==> src/rtl/spi_peripheral_if.sv <==
// Fabric-side byte interface of spi_peripheral: receive strobe and transmit ready/valid handshake.
// The master modport is the register/FIFO fabric; the slave modport is the SPI responder.
interface spi_peripheral_if;
   logic [7:0] tx_data;
   logic       tx_valid;
   logic       tx_ready;
   logic [7:0] rx_data;
   logic       rx_valid;

   modport master (
      output tx_data,
      output tx_valid,
      input  tx_ready,
      input  rx_data,
      input  rx_valid
   );

   modport slave (
      input  tx_data,
      input  tx_valid,
      output tx_ready,
      output rx_data,
      output rx_valid
   );
endinterface

==> src/rtl/spi_peripheral.sv <==
// SPI responder: oversamples PCLK/CS_n/COPI in the clk domain, all four CPOL/CPHA modes, MSB first.
// Optional macro SPI_PERIPH_ECHO_EN: on underrun, retransmit the last received byte instead of IDLE_FILL.
module spi_peripheral #(
   parameter int unsigned SYNC_STAGES = 2,     // legal 2..4
   parameter logic [7:0]  IDLE_FILL   = 8'hFF
) (
   input  logic             clk,
   input  logic             rst_n,
   input  logic             CPOL,
   input  logic             CPHA,
   input  logic             PCLK,
   input  logic             CS_n,
   input  logic             COPI,
   output logic             CIPO,
   output logic             BUSY,
   spi_peripheral_if.slave  bus
);

   typedef enum logic [1:0] {StIdle, StLoad, StShift} state_e;

   state_e state_q, state_d;

   logic [SYNC_STAGES-1:0] pclk_sync_q, cs_sync_q, copi_sync_q;
   logic pclk_d_q, cs_d_q;
   logic pclk_s, cs_s, copi_s;

   logic       cpol_q, cpol_d;
   logic       cpha_q, cpha_d;
   logic [7:0] tx_shift_q, tx_shift_d;
   logic [7:0] rx_shift_q, rx_shift_d;
   logic [2:0] bitcnt_q, bitcnt_d;
   logic [7:0] rx_data_q, rx_data_d;
   logic       rx_valid_q, rx_valid_d;
   logic       reload_q, reload_d;
   logic       first_q, first_d;

   logic lead_ev, trail_ev, sample_ev, shift_ev;
   logic cs_fall, cs_rise;
   logic load_tx, tx_ready;
   logic [7:0] fill_byte;

`ifdef SPI_PERIPH_ECHO_EN
   assign fill_byte = rx_data_q;
`else
   assign fill_byte = IDLE_FILL;
`endif

   // Synchronisers plus one edge-detect stage; CS_n idles high so reset cannot fake a frame start.
   always_ff @(posedge clk or negedge rst_n) begin
      if (!rst_n) begin
         pclk_sync_q <= '0;
         cs_sync_q   <= '1;
         copi_sync_q <= '0;
         pclk_d_q    <= 1'b0;
         cs_d_q      <= 1'b1;
      end else begin
         pclk_sync_q <= {pclk_sync_q[SYNC_STAGES-2:0], PCLK};
         cs_sync_q   <= {cs_sync_q[SYNC_STAGES-2:0], CS_n};
         copi_sync_q <= {copi_sync_q[SYNC_STAGES-2:0], COPI};
         pclk_d_q    <= pclk_s;
         cs_d_q      <= cs_s;
      end
   end

   assign pclk_s = pclk_sync_q[SYNC_STAGES-1];
   assign cs_s   = cs_sync_q[SYNC_STAGES-1];
   assign copi_s = copi_sync_q[SYNC_STAGES-1];

   assign lead_ev   = (pclk_s != pclk_d_q) && (pclk_s != cpol_q);
   assign trail_ev  = (pclk_s != pclk_d_q) && (pclk_s == cpol_q);
   assign sample_ev = (state_q == StShift) && (cpha_q ? trail_ev : lead_ev);
   assign shift_ev  = (state_q == StShift) && (cpha_q ? lead_ev : trail_ev);
   assign cs_fall   = cs_d_q & ~cs_s;
   assign cs_rise   = ~cs_d_q & cs_s;

   always_ff @(posedge clk or negedge rst_n) begin
      if (!rst_n) begin
         state_q    <= StIdle;
         cpol_q     <= 1'b0;
         cpha_q     <= 1'b0;
         tx_shift_q <= 8'h00;
         rx_shift_q <= 8'h00;
         bitcnt_q   <= 3'd0;
         rx_data_q  <= 8'h00;
         rx_valid_q <= 1'b0;
         reload_q   <= 1'b0;
         first_q    <= 1'b0;
      end else begin
         state_q    <= state_d;
         cpol_q     <= cpol_d;
         cpha_q     <= cpha_d;
         tx_shift_q <= tx_shift_d;
         rx_shift_q <= rx_shift_d;
         bitcnt_q   <= bitcnt_d;
         rx_data_q  <= rx_data_d;
         rx_valid_q <= rx_valid_d;
         reload_q   <= reload_d;
         first_q    <= first_d;
      end
   end

   always_comb begin
      state_d    = state_q;
      cpol_d     = cpol_q;
      cpha_d     = cpha_q;
      tx_shift_d = tx_shift_q;
      rx_shift_d = rx_shift_q;
      bitcnt_d   = bitcnt_q;
      rx_data_d  = rx_data_q;
      rx_valid_d = 1'b0;
      reload_d   = reload_q;
      first_d    = first_q;
      load_tx    = 1'b0;
      tx_ready   = 1'b0;

      unique case (state_q)
         StIdle: begin
            if (cs_fall) begin
               cpol_d  = CPOL;
               cpha_d  = CPHA;
               state_d = StLoad;
            end
         end
         StLoad: begin
            load_tx  = 1'b1;
            bitcnt_d = 3'd0;
            reload_d = 1'b0;
            first_d  = 1'b1;
            state_d  = StShift;
         end
         StShift: begin
            // A sample coinciding with CS_n release still completes the byte.
            if (sample_ev) begin
               rx_shift_d = {rx_shift_q[6:0], copi_s};
               if (bitcnt_q == 3'd7) begin
                  rx_data_d  = {rx_shift_q[6:0], copi_s};
                  rx_valid_d = 1'b1;
                  bitcnt_d   = 3'd0;
                  reload_d   = 1'b1;
               end else begin
                  bitcnt_d = bitcnt_q + 3'd1;
               end
            end
            // Reload replaces the first shift of the next byte; CPHA=1 skips its first leading edge.
            if (shift_ev) begin
               if (reload_q) begin
                  load_tx  = 1'b1;
                  reload_d = 1'b0;
                  first_d  = 1'b0;
               end else if (cpha_q && first_q) begin
                  first_d = 1'b0;
               end else begin
                  tx_shift_d = {tx_shift_q[6:0], 1'b0};
               end
            end
            if (cs_rise) begin
               state_d = StIdle;
            end
         end
         default: state_d = StIdle;
      endcase

      if (load_tx) begin
         tx_ready   = bus.tx_valid;
         tx_shift_d = bus.tx_valid ? bus.tx_data : fill_byte;
      end
   end

   assign CIPO         = (state_q == StShift) ? tx_shift_q[7] : 1'b0;
   assign BUSY         = (state_q != StIdle);
   assign bus.tx_ready = tx_ready;
   assign bus.rx_data  = rx_data_q;
   assign bus.rx_valid = rx_valid_q;

endmodule

==> src/flat_wrapper.sv <==
// flat-port wrapper written by rule: the top's interface ports become plain ports
module spi_peripheral_flat 
#(
   parameter int unsigned SYNC_STAGES = 2,                  
   parameter logic [7:0]  IDLE_FILL   = 8'hFF
)
  (clk, rst_n, CPOL, CPHA, PCLK, CS_n, COPI, CIPO, BUSY, bus_tx_data, bus_tx_valid, bus_tx_ready, bus_rx_data, bus_rx_valid);
  spi_peripheral_if bus_i ();
  input  logic clk;
  input  logic rst_n;
  input  logic CPOL;
  input  logic CPHA;
  input  logic PCLK;
  input  logic CS_n;
  input  logic COPI;
  output logic CIPO;
  output logic BUSY;
  input wire logic [$bits(bus_i.tx_data)-1:0] bus_tx_data;
  input wire logic [$bits(bus_i.tx_valid)-1:0] bus_tx_valid;
  output wire logic [$bits(bus_i.tx_ready)-1:0] bus_tx_ready;
  output wire logic [$bits(bus_i.rx_data)-1:0] bus_rx_data;
  output wire logic [$bits(bus_i.rx_valid)-1:0] bus_rx_valid;
  assign bus_i.tx_data = bus_tx_data;
  assign bus_i.tx_valid = bus_tx_valid;
  assign bus_tx_ready = bus_i.tx_ready;
  assign bus_rx_data = bus_i.rx_data;
  assign bus_rx_valid = bus_i.rx_valid;
  spi_peripheral #(.SYNC_STAGES(SYNC_STAGES), .IDLE_FILL(IDLE_FILL)) u_core (.clk(clk), .rst_n(rst_n), .CPOL(CPOL), .CPHA(CPHA), .PCLK(PCLK), .CS_n(CS_n), .COPI(COPI), .CIPO(CIPO), .BUSY(BUSY), .bus(bus_i));
endmodule
==> config.mk <==
export PLATFORM = sky130hd
export DESIGN_NAME = spi_peripheral_flat
export DESIGN_NICKNAME = d
export VERILOG_FILES = /design/src/rtl/spi_peripheral_if.sv /design/src/rtl/spi_peripheral.sv /design/src/flat_wrapper.sv
export SDC_FILE = /design/constraint.sdc
export NUM_CORES = 1
export LEC_CHECK = 0
export ABC_AREA = 1
export CAP_MARGIN = 5
export CORE_ASPECT_RATIO = 1.25
export CORE_MARGIN = 3
export CORE_UTILIZATION = 35
export CTS_CLUSTER_SIZE = 16
export DETAILED_ROUTE_END_ITERATION = 12
export PLACE_DENSITY_LB_ADDON = 0.08
export SETUP_SLACK_MARGIN = 0.15
export SLEW_MARGIN = 40
export SYNTH_ARGS = -nofsm -noshare
export SYNTH_HDL_FRONTEND = slang
export SYNTH_SLANG_ARGS = --single-unit
==> constraint.sdc <==
create_clock -name clk -period 2.65 [get_ports clk]
set_clock_uncertainty 0.15 [all_clocks]
set_input_delay 0.53 -clock clk [delete_from_list [all_inputs] [get_ports clk]]
set_output_delay 0.53 -clock clk [all_outputs]
set_load 0.01 [all_outputs]
==> metrics.yaml <==
run_status:
  outcome: "finished, final reports clean"
clock_network:
  cts_sinks: 41
  holdBufCountCts: 0
  htreeDepth: 2
  clockRootBuffer: "clkbuf_8"
  cts_buffers: 5
  cts_max_path_buffers: 2
  path_clk_slew_ns: 0.08
  insertion_delay_ns: 0.29
  cts_tree: "done"
drt:
  wl_um: 3443
  num_vias: 1437
  postRouteAntennaNets: 0
  drt_iter0_markers: 54
  drc: 0
  vias_per_cell: 4.606
  drt_first_pass_iters: 4
  avgRoutedWirePerCell_um: 11.04
timing:
  rsz0062_at_grt: "no"
  min_period_ns: 2.279
  fin_ws_ns: 0.3709
  drv_slew: 0
  setup_viol: 0
  slew_headroom_pct: 62.21
  hold_viol_final: 0
  tightest_slew_ns: 0.5669
  post-route-period-util_pct: 86.00
  timing.hold.ws_ns: 0.06992
  tns_ns: 0
  fmax_ghz: 0.4388
finish:
  fin_cells: 312
  n_fill_cell: 538
  syn_to_final_growth_pct: 23.27
  nets: 270
  drive_gt1_share_pct: 17.20
  register_area_um2: 1030
  multi_input_area_um2: 716.9
  n_antenna_cell: 0
placement:
  dp_cells: 303
  io_buffers: 27
  dp_slack_ns: 0.2841
  hpwlAfterDp_um: 2492
  globalplace.congestion: 0.7603
pwr:
  power.internal_mw: 1.394
  peakVddDrop_mv: 0.3886
  seq_power_share_pct: 40.0
  switching_share_pct: 35.70
  p_sw_mw: 0.7737
  combPwrFrac_pct: 36.0
  clockPowerShare_pct: 24.0
  p_leak_nw: 1.215
  pwr_density_cell_nw_per_um2: 900.8
critical_path:
  required_ns: 1.97
  cp_top_family: "simple AND/OR/NAND/NOR gates"
  critPathSlowestCell: "dfrtp_1"
  cp_cell_sequence: "inv_2 -> nand2_1 -> nand2_2 -> nand3_1 -> nand2_2 -> nand3_4 -> nand2_4 -> nand2_4 -> nor2_1 -> clkbuf_2"
  critPathLaunchType: "flip-flop"
  crit_path_end_kind: "output pin"
  cp.buffers_inverters: 2
  cp_max_fo: 8
  crit_type: "reg -> out"
  cpPeakStageDelay_ns: 0.42
  critPathLaunch: "u_core.pclk_sync_q[1]"
  r2r_end: "u_core.tx_shift_q[3]"
  cp.arrival_ns: 1.60
  rrSetupSlack_ns: 0.66
  reg2reg_from: "u_core.state_q[0]"
  reg2reg_depth: 10
synthesis:
  async_flop_share_pct: 100.0
  yosysMostFrequentCell: "nand2_1"
  syn_inst: 215
  synth_ff_type: "dfrtp_1"
  synth_enable_flop_cells: 0
  synth_warnings: 0
  syn_area_um2: 1952
  syn_avg_cell_area_um2: 9.078
  yosys-top-cells-area: "dfrtp_1 (49%), nand2_1 (9.2%), inv_1 (7.1%)"
  synth_seq_cells: 41
  yosysSeqAreaShare_pct: 52.76
  synthTopCellsByCount: "nand2_1 (48), dfrtp_1 (38), inv_1 (37)"
  synth_top_area_share_pct: 48.72
  synth_nets: 236
  ys_types: 22
  synth_top_cell_by_area: "dfrtp_1"
grt:
  grt_max_degree: 25
  grt_pass1_wl_um: 6203
  grt_pass1_vias: 1398
  grt-ovfl-total: 0
  antenna_found_initial: 0
  track_usage_pct: 12.34
run:
  drv_cap: 0
die:
  start_util_pct: 37.36
  die_h_um: 89.49
  fp.dieW_um: 72.80
  ioPinCount: 28
  rows: 29
  die_area_um2: 6514
  core_um2: 5225
hold_path:
  min_path_type: "in -> async"
-- routing by layer --
| metal | track usage [%] | up-vias | part of all wire, % |
|---|---|---|---|
| met5 | 0 | - | 0 |
| met4 | 5.537 | 0 | 2.0 |
| met3 | 2.700 | 5 | 4.3 |
| met2 | 20.20 | 27 | 47 |
| met1 | 15.59 | 665 | 46 |
| li1 | - | 740 | - |
-- flip-flops by register name (all words and copies together), names as in the netlist, 2 cells and up --
| signal | count |
|---|---|
| u_core.bus.rx_data | 8 |
| u_core.tx_shift_q | 8 |
| u_core.rx_shift_q | 7 |
| u_core.bitcnt_q | 3 |
| u_core.copi_sync_q | 2 |
| u_core.cs_sync_q | 2 |
| u_core.pclk_sync_q | 2 |
| u_core.state_q | 2 |
-- worst max path at each step --
stage / to / cells after the start / slack (ns)
detailed placement: bus_tx_ready / 10 / 0.28
global route: bus_tx_ready / 10 / 0.20
floorplan: bus_tx_ready / 8 / 0.61
CTS: bus_tx_ready / 10 / 0.21
finish: bus_tx_ready / 10 / 0.37
global placement: bus_tx_ready / 10 / 0.28
-- logic make-up (layout without fill, tap and decap cells) --
kind of cell	count (synthesis)	in the layout	synth area share [%]
adder cells (fa/ha/maj)	5	5	3.205
AND/OR/NAND/NOR	89	89	23.01
buffers and inverters	46	81	10.64
flip-flops	41	41	52.76
AO/OA/AOI/OAI	34	34	10.38
-- metrics by stage --
step	power (mW)	area (um2)	utilization, %
after floorplan	1.459	1952	-
after CTS	2.211	2407	46.07
final	2.167	2406	46.05
after global placement	1.656	2278	43.61
after detailed placement	1.665	2278	43.61
after global routing	2.379	2406	46.05
-- power groups by stage --
| stage | clock [mW] | combinational (mW) | sequential, mW |
|---|---|---|---|
| 2_1_floorplan | 0 | 0.599 | 0.861 |
| 3_5_place_dp | 0 | 0.787 | 0.879 |
| 5_1_grt | 0.567 | 0.924 | 0.888 |
| 3_3_place_gp | 0 | 0.774 | 0.881 |
| 6_report | 0.520 | 0.781 | 0.866 |
| 4_1_cts | 0.540 | 0.803 | 0.868 |
-- layout by cell type, fill, tap and decap left out --
master / count
nand2_1: 48
nand3_1: 12
clkbuf_1: 1
nor2_8: 1
nand4_1: 7
bufinv_16: 1
buf_2: 1
inv_1: 37
o21ai_2: 8
nand3_4: 2
o21ai_0: 21
nand2_2: 7
clkbuf_2: 1
dlymetal6s2s_1: 1
dfrtp_1: 38
inv_2: 2
nand3_2: 1
nor2_1: 9
ha_2: 1
clkbuf_8: 6
nand2_4: 2
clkdlybuf4s50_1: 24
buf_6: 1
ha_1: 4
a22oi_1: 1
dfstp_2: 3
buf_4: 6
a21oi_1: 4
-- worst reg2reg max path, delay by kind of cell (launching register included) --
kind                       cells  cell delay, ns
buffers and inverters          3            0.36
and+or+nand+nor                5            0.55
AOI/OAI and AO/OA              1            0.26
DFF                            1            0.41
adders and majority gates      1            0.21
-- layout make-up --
type,count,share of cell area [%]
sequential,41,42.80
multi-input combinational,128,29.80
timing repair buffer,34,13.26
inverter,39,6.084
clock buffer,7,3.588
tap,62,3.224
clock inverter,1,1.248
-- timing repair --
action | 4_1_cts | 5_1_grt
hold endpoints to repair | 0 | 0
resized for setup | 3 | 3
endpoints found under the setup margin | 2 | 2
pin swaps | 0 | 0
buffers inserted | 1 | 0
No activity file was read; power rests on OpenSTA's default activity.
